[src/rtl/multi_clk_divider_if.sv]
// Configuration write port for multi_clk_divider: one strobe-qualified write
// per cycle, with a registered reject flag returned on the following cycle.
interface multi_clk_divider_if #(
    parameter int CNT_W = 16,
    parameter int CH_W  = 2
);
    // wr_en is a one-cycle strobe with no ready; the write is either taken on
    // that edge or rejected, and wr_err reports a reject one cycle later.
    logic             wr_en;
    logic [CH_W-1:0]  wr_ch;
    logic [CNT_W-1:0] wr_div;
    logic [CNT_W-1:0] wr_high;
    logic             wr_err;

    modport master (output wr_en, output wr_ch, output wr_div, output wr_high, input wr_err);
    modport slave  (input wr_en, input wr_ch, input wr_div, input wr_high, output wr_err);
endinterface

[src/rtl/multi_clk_divider.sv]
// Multi-channel programmable clock-enable divider with rise/fall ticks,
// shadowed glitch-free reconfiguration and a global phase sync.
module multi_clk_divider #(
    parameter int NUM_CH       = 4,
    parameter int CNT_W        = 16,
    parameter int CH_W         = 2,
    parameter int DEFAULT_DIV  = 24,
    parameter int DEFAULT_HIGH = 12
) (
    input  logic              clk,
    input  logic              reset,
    multi_clk_divider_if.slave cfg,
    input  logic [NUM_CH-1:0] ch_en,
    input  logic              sync,
    output logic [NUM_CH-1:0] div_out,
    output logic [NUM_CH-1:0] rise_tick,
    output logic [NUM_CH-1:0] fall_tick,
    output logic [NUM_CH-1:0] pend
);

    localparam logic [CNT_W-1:0] DIV_RST  = CNT_W'(DEFAULT_DIV);
    localparam logic [CNT_W-1:0] HIGH_RST = CNT_W'(DEFAULT_HIGH);
    localparam logic [CNT_W-1:0] CNT_RST  = DIV_RST - CNT_W'(1);

    logic [CNT_W-1:0] divA   [NUM_CH];
    logic [CNT_W-1:0] highA  [NUM_CH];
    logic [CNT_W-1:0] divS   [NUM_CH];
    logic [CNT_W-1:0] highS  [NUM_CH];
    logic [CNT_W-1:0] cnt    [NUM_CH];
    logic [CNT_W-1:0] divAN  [NUM_CH];
    logic [CNT_W-1:0] highAN [NUM_CH];
    logic [CNT_W-1:0] divSN  [NUM_CH];
    logic [CNT_W-1:0] highSN [NUM_CH];
    logic [CNT_W-1:0] cntN   [NUM_CH];
    logic [NUM_CH-1:0] wrap;
    logic [NUM_CH-1:0] wrHit;
    logic [NUM_CH-1:0] pendN;
    logic [NUM_CH-1:0] outN;
    logic              wrOk;

    always_comb begin
        wrOk = cfg.wr_en && (int'(cfg.wr_ch) < NUM_CH) &&
               (cfg.wr_div >= CNT_W'(2)) && (cfg.wr_high <= cfg.wr_div);
    end

    always_comb begin
        divAN  = divA;
        highAN = highA;
        divSN  = divS;
        highSN = highS;
        cntN   = cnt;
        pendN  = pend;
        outN   = '0;
        wrap   = '0;
        wrHit  = '0;
        for (int i = 0; i < NUM_CH; i++) begin
            wrHit[i] = wrOk && (int'(cfg.wr_ch) == i);
            wrap[i]  = sync || (cnt[i] == divA[i] - CNT_W'(1));
            // Shadow values move to active only at a period boundary or while idle,
            // so the waveform never sees a half-old, half-new period.
            if ((!ch_en[i] || wrap[i]) && pend[i]) begin
                divAN[i]  = divS[i];
                highAN[i] = highS[i];
                pendN[i]  = 1'b0;
            end
            if (!ch_en[i]) begin
                cntN[i] = divAN[i] - CNT_W'(1);
                outN[i] = 1'b0;
            end else if (wrap[i]) begin
                cntN[i] = '0;
                outN[i] = (highAN[i] != '0);
            end else begin
                cntN[i] = cnt[i] + CNT_W'(1);
                outN[i] = (cntN[i] < highA[i]);
            end
            // A write landing on the apply edge only arms the next boundary.
            if (wrHit[i]) begin
                divSN[i]  = cfg.wr_div;
                highSN[i] = cfg.wr_high;
                pendN[i]  = 1'b1;
            end
        end
    end

    always_ff @(posedge clk) begin
        if (reset) begin
            for (int i = 0; i < NUM_CH; i++) begin
                divA[i]  <= DIV_RST;
                highA[i] <= HIGH_RST;
                divS[i]  <= DIV_RST;
                highS[i] <= HIGH_RST;
                cnt[i]   <= CNT_RST;
            end
            div_out    <= '0;
            rise_tick  <= '0;
            fall_tick  <= '0;
            pend       <= '0;
            cfg.wr_err <= 1'b0;
        end else begin
            for (int i = 0; i < NUM_CH; i++) begin
                divA[i]  <= divAN[i];
                highA[i] <= highAN[i];
                divS[i]  <= divSN[i];
                highS[i] <= highSN[i];
                cnt[i]   <= cntN[i];
            end
            div_out    <= outN;
            rise_tick  <= outN & ~div_out;
            fall_tick  <= ~outN & div_out;
            pend       <= pendN;
            cfg.wr_err <= cfg.wr_en && !wrOk;
        end
    end

endmodule
[src/flat_wrapper.sv]
// flat-port wrapper written by rule: the top's interface ports become plain ports
module multi_clk_divider_flat 
#(
    parameter int NUM_CH       = 4,
    parameter int CNT_W        = 16,
    parameter int CH_W         = 2,
    parameter int DEFAULT_DIV  = 24,
    parameter int DEFAULT_HIGH = 12
)
  (clk, reset, ch_en, sync, div_out, rise_tick, fall_tick, pend, cfg_wr_en, cfg_wr_ch, cfg_wr_div, cfg_wr_high, cfg_wr_err);
  multi_clk_divider_if #(.CNT_W(CNT_W), .CH_W(CH_W)) cfg_i ();
  input  logic clk;
  input  logic reset;
  input  logic [NUM_CH-1:0] ch_en;
  input  logic sync;
  output logic [NUM_CH-1:0] div_out;
  output logic [NUM_CH-1:0] rise_tick;
  output logic [NUM_CH-1:0] fall_tick;
  output logic [NUM_CH-1:0] pend;
  input wire logic [$bits(cfg_i.wr_en)-1:0] cfg_wr_en;
  input wire logic [$bits(cfg_i.wr_ch)-1:0] cfg_wr_ch;
  input wire logic [$bits(cfg_i.wr_div)-1:0] cfg_wr_div;
  input wire logic [$bits(cfg_i.wr_high)-1:0] cfg_wr_high;
  output wire logic [$bits(cfg_i.wr_err)-1:0] cfg_wr_err;
  assign cfg_i.wr_en = cfg_wr_en;
  assign cfg_i.wr_ch = cfg_wr_ch;
  assign cfg_i.wr_div = cfg_wr_div;
  assign cfg_i.wr_high = cfg_wr_high;
  assign cfg_wr_err = cfg_i.wr_err;
  multi_clk_divider #(.NUM_CH(NUM_CH), .CNT_W(CNT_W), .CH_W(CH_W), .DEFAULT_DIV(DEFAULT_DIV), .DEFAULT_HIGH(DEFAULT_HIGH)) u_core (.clk(clk), .reset(reset), .cfg(cfg_i), .ch_en(ch_en), .sync(sync), .div_out(div_out), .rise_tick(rise_tick), .fall_tick(fall_tick), .pend(pend));
endmodule
[config.mk]
export PLATFORM = sky130hd
export DESIGN_NAME = multi_clk_divider_flat
export DESIGN_NICKNAME = d
export VERILOG_FILES = /design/src/rtl/multi_clk_divider_if.sv /design/src/rtl/multi_clk_divider.sv /design/src/flat_wrapper.sv
export SDC_FILE = /design/constraint.sdc
export NUM_CORES = 1
export LEC_CHECK = 0
export ABC_CLOCK_PERIOD_IN_PS = 10600
export CORE_MARGIN = 4
export CORE_UTILIZATION = 55
export CTS_CLUSTER_SIZE = 40
export DETAILED_ROUTE_END_ITERATION = 12
export MAX_ROUTING_LAYER = met4
export PLACE_DENSITY = 0.77
export SETUP_SLACK_MARGIN = 0.15
export SLEW_MARGIN = 40
export SYNTH_ARGS = -nofsm -noshare
export SYNTH_HDL_FRONTEND = slang
export SYNTH_SLANG_ARGS = --single-unit
export TNS_END_PERCENT = 1
[constraint.sdc]
create_clock -name clk -period 10.6 [get_ports clk]
set_clock_uncertainty 0.05 [all_clocks]
set_input_delay 2.12 -clock clk [delete_from_list [all_inputs] [get_ports clk]]
set_output_delay 2.12 -clock clk [all_outputs]
set_load 0.005 [all_outputs]
==> out/results.txt <==
Status -> finished clean
Sequential power share -> 45.5%
Post-synth top flop -> dfxtp_1
Comb pwr share -> 9.7%
Fillers -> 2921
DRC violations left -> 0
FP Rows -> 68
Syn avg cell area -> 8.21 um^2
Cts hold-fix bufs -> 0
Slowest cell delay on critical path -> 0.76 ns
Max Fanout on Critical Path -> 31
Vias/cell -> 6.05
Post-CTS resize count -> 0
Area of the core -> 34500 um^2
Max Transition Viols Final -> 0
Number of synthesized flops with an enable pin -> 0
Int Power -> 2.19 mW
# nets final -> 2431
Number of antenna diodes -> 0
Layout cells sized above 1 -> 4.72%
CP arrival -> 6.01 ns
Initial antenna violation count -> 0
CTS tree -> done
Total of max-cap violations -> 0
FMAX -> 177 MHz
Die area -> 37900 um^2
Crit path max-delay family -> compound AO/OA/AOI/OAI gates
P_leak -> 9.05 nW
Slew @ Worst Pin -> 0.844 ns
Cell type with the largest total area after synthesis -> dfxtp_1
Yosys cell types -> 81
I/O pins -> 59
R2r setup slk -> 5.03 ns
TritonCTS buffer count -> 38
Setup TNS -> 0 ns
Post-route minimum period -> 5.64 ns
Util after Layout -> 61.2%
Final Cycle Share -> 53.2%
DR WL/cell -> 18.9 um
Vias in the first global route -> 16300
Die X-Extent -> 195 um
I/O Buffers -> 58
Largest net degree at the start of global routing -> 79
Kind of critical path -> in -> reg
Synth warnings -> 0
First-pass GRT wire length -> 84600 um
Post-Syn Area -> 19200 um^2
First drt pass iteration count -> 5
GPL Wtd Cong -> 0.950
Most used cell along the critical path -> nand2_1
Post-route cell area -> 21100 um^2
Setup bufs post-CTS -> 0
Overall routing resource usage -> 27.6%
CTS root buf -> clkbuf_16
Antenna viol nets, final -> 0
Dpl cell area -> 19900 um^2
CP Cell Sequence -> clkdlybuf4s50_1 -> a21oi_2 -> a21bo_2 -> buf_16 -> mux2i_1 -> ha_1 -> nand2_1 -> nor4_1 -> nand2_1 -> xor2_1 -> nand2_1 -> a32o_1
# H-tree levels -> 2
Vias -> 16800
Total gr overflow -> 0
Switching Share -> 25.4%
Layout area overhead -> 10.1%
Post-synthesis sequential area ratio -> 35.2%
Clk pwr share -> 44.8%
Post-Syn Instances -> 2335
Crit path buf inv count -> 2
Post-Syn Nets -> 2463
Setup violators final -> 0
Fin. Hold Viols -> 0
Worst hold path class -> reg -> reg
Share of the synthesized area in the top cell type -> 35.2%
Unrepaired setup endpoints after global routing -> no
Async SR Flop Fraction -> 0%
Worst-path clk slew -> 0.06 ns
Worst rel slew slack -> 42.3%
Worst Path Required -> 10.97 ns
Net Sw Power -> 0.748 mW
Slowest stage cell, crit path -> clkdlybuf4s50_1
Initial core utilization -> 55.6%
FF+latch count, synth -> 337
Total power -> 2.94 mW
DRT iter0 DRCs -> 1548
Power Dens Cells -> 139 nW/um^2
Die Height -> 195 um
Startpoint types -> input pin
Synth top area cells -> dfxtp_1 35%, mux2i_1 10%, nand2_1 6.9%
CTS sink cnt -> 337
Post-Route WL -> 52600 um
Placed wire-length estimate -> 37500 um
Peak VDD IR -> 141 uV
CTS Buffer Depth -> 3
Clock Latency Late Sink -> 0.53 ns
CP Capture Type -> flip-flop
[final cells by class]
type                            count  area (um^2)  area share, %
Multi-Input combinational cell   1748        11400           54.3
Sequential cell                   337         6750           32.0
Clock buffer                       53         1080           5.11
Timing Repair Buffer               70          688           3.26
Tap cell                          455          569           2.70
Inverter                          108          410           1.95
Clock inverter                     13          155          0.735
[worst paths after layout]
path / start / end / depth (start not counted)
setup / recovery: sync / u_core.cnt[44]$_SDFF_PP0_ / 12
hold / removal: u_core.div_out[0]$_SDFF_PP0_ / u_core.rise_tick[0]$_SDFF_PP0_ / 1
hold reg to reg: u_core.div_out[0]$_SDFF_PP0_ / u_core.rise_tick[0]$_SDFF_PP0_ / 1
setup reg to reg: u_core.divA[32]$_SDFF_PP0_ / u_core.cnt[44]$_SDFF_PP0_ / 18
[per-layer routing]
metal | routed length [um] | vias up | track usage (%)
met4 | 2240 | 0 | 10.9
met2 | 23700 | 645 | 43.0
li1 | - | 8043 | -
met1 | 23100 | 8012 | 36.3
met5 | 0 | - | -
met3 | 3550 | 147 | 4.16
[power by group through the flow]
stage	clock network, mW	logic [mW]	registers [mW]
floorplan	0	0.195	1.35
global placement	0	0.272	1.36
detailed placement	0	0.280	1.36
CTS	1.33	0.282	1.34
global route	1.38	0.311	1.34
finish	1.32	0.286	1.34
[per-stage QoR]
stage	cells	hold slack, ns	setup slack [ns]
2_1_floorplan	2335	0.391	5.73
3_3_place_gp	2717	0.377	4.19
3_5_place_dp	2718	0.395	4.19
4_1_cts	2784	0.401	4.74
5_1_grt	2784	0.432	4.41
6_report	2784	0.404	4.96
[cells by family after synthesis]
family	Yosys count	share of synthesized area [%]
flip-flops	337	35.2
multiplexers	201	10.5
buffers and inverters	250	5.31
AO/OA/AOI/OAI	358	12.2
XOR/XNOR	206	9.49
AND/OR/NAND/NOR	897	21.7
adder cells (fa/ha/maj)	86	5.61
[Yosys cell counts (all sizes together) (4+ instances only)]
cell	n
a2111oi	6
a211oi	19
a21o	18
a21oi	119
a31o	6
a31oi	16
a32o	10
a41o	5
a41oi	4
and2	8
and3	18
and4	4
buf	43
clkbuf	99
dfxtp	337
ha	86
inv	107
mux2i	198
nand2	353
nand2b	10
nand3	54
nand4	41
nor2	243
nor2b	15
nor3	47
nor3b	11
nor4	53
nor4b	4
o211ai	23
o21a	15
o21ai	60
o221ai	4
o22ai	13
o31a	4
o31ai	12
or3	11
or4	15
xnor2	114
xor2	91
[worst register-to-register path, cell delays in order, from the launching register on]
cell	delay [ns]
dfxtp_1	0.39
inv_1	0.09
ha_1	0.23
or4b_2	0.72
xnor2_1	0.17
a2111oi_0	0.42
a31oi_1	0.11
a2111oi_1	0.55
a21oi_2	0.27
a21bo_2	0.42
buf_16	0.23
mux2i_1	0.21
ha_1	0.30
nand2_1	0.13
nor4_1	0.55
nand2_1	0.14
xor2_1	0.16
nand2_1	0.07
a32o_1	0.27
[placed cells by master, fill, tap and decap left out, drive strengths merged, types with 5 or more instances in the layout]
| cell type | n |
|---|---|
| nor4 | 53 |
| a2111oi | 6 |
| and2 | 8 |
| a32o | 10 |
| ha | 86 |
| o22ai | 13 |
| nand2b | 10 |
| xnor2 | 114 |
| o211ai | 23 |
| a31o | 6 |
| nand2 | 353 |
| nor2b | 15 |
| clkdlybuf4s50 | 57 |
| nor3b | 11 |
| or3 | 11 |
| o21a | 15 |
| a211oi | 19 |
| o21ai | 60 |
| a21o | 18 |
| clkinv | 6 |
| dfxtp | 337 |
| a21oi | 119 |
| and3 | 18 |
| inv | 109 |
| nand4 | 41 |
| nor3 | 47 |
| xor2 | 91 |
| mux2i | 198 |
| o31ai | 12 |
| a31oi | 16 |
| a41o | 5 |
| nand3 | 54 |
| or4 | 15 |
| buf | 13 |
| clkbuf | 53 |
| nor2 | 243 |
[registers in the layout, summed over array words and instances, names as in the netlist]
name               flops
u_core.divA           64
u_core.rise_tick       4
u_core.pend            4
u_core.highA          64
u_core.cnt            64
u_core.highS          64
u_core.div_out         4
u_core.fall_tick       4
u_core.cfg.wr_err      1
u_core.divS           64
Power figures use the tool's default switching activity.
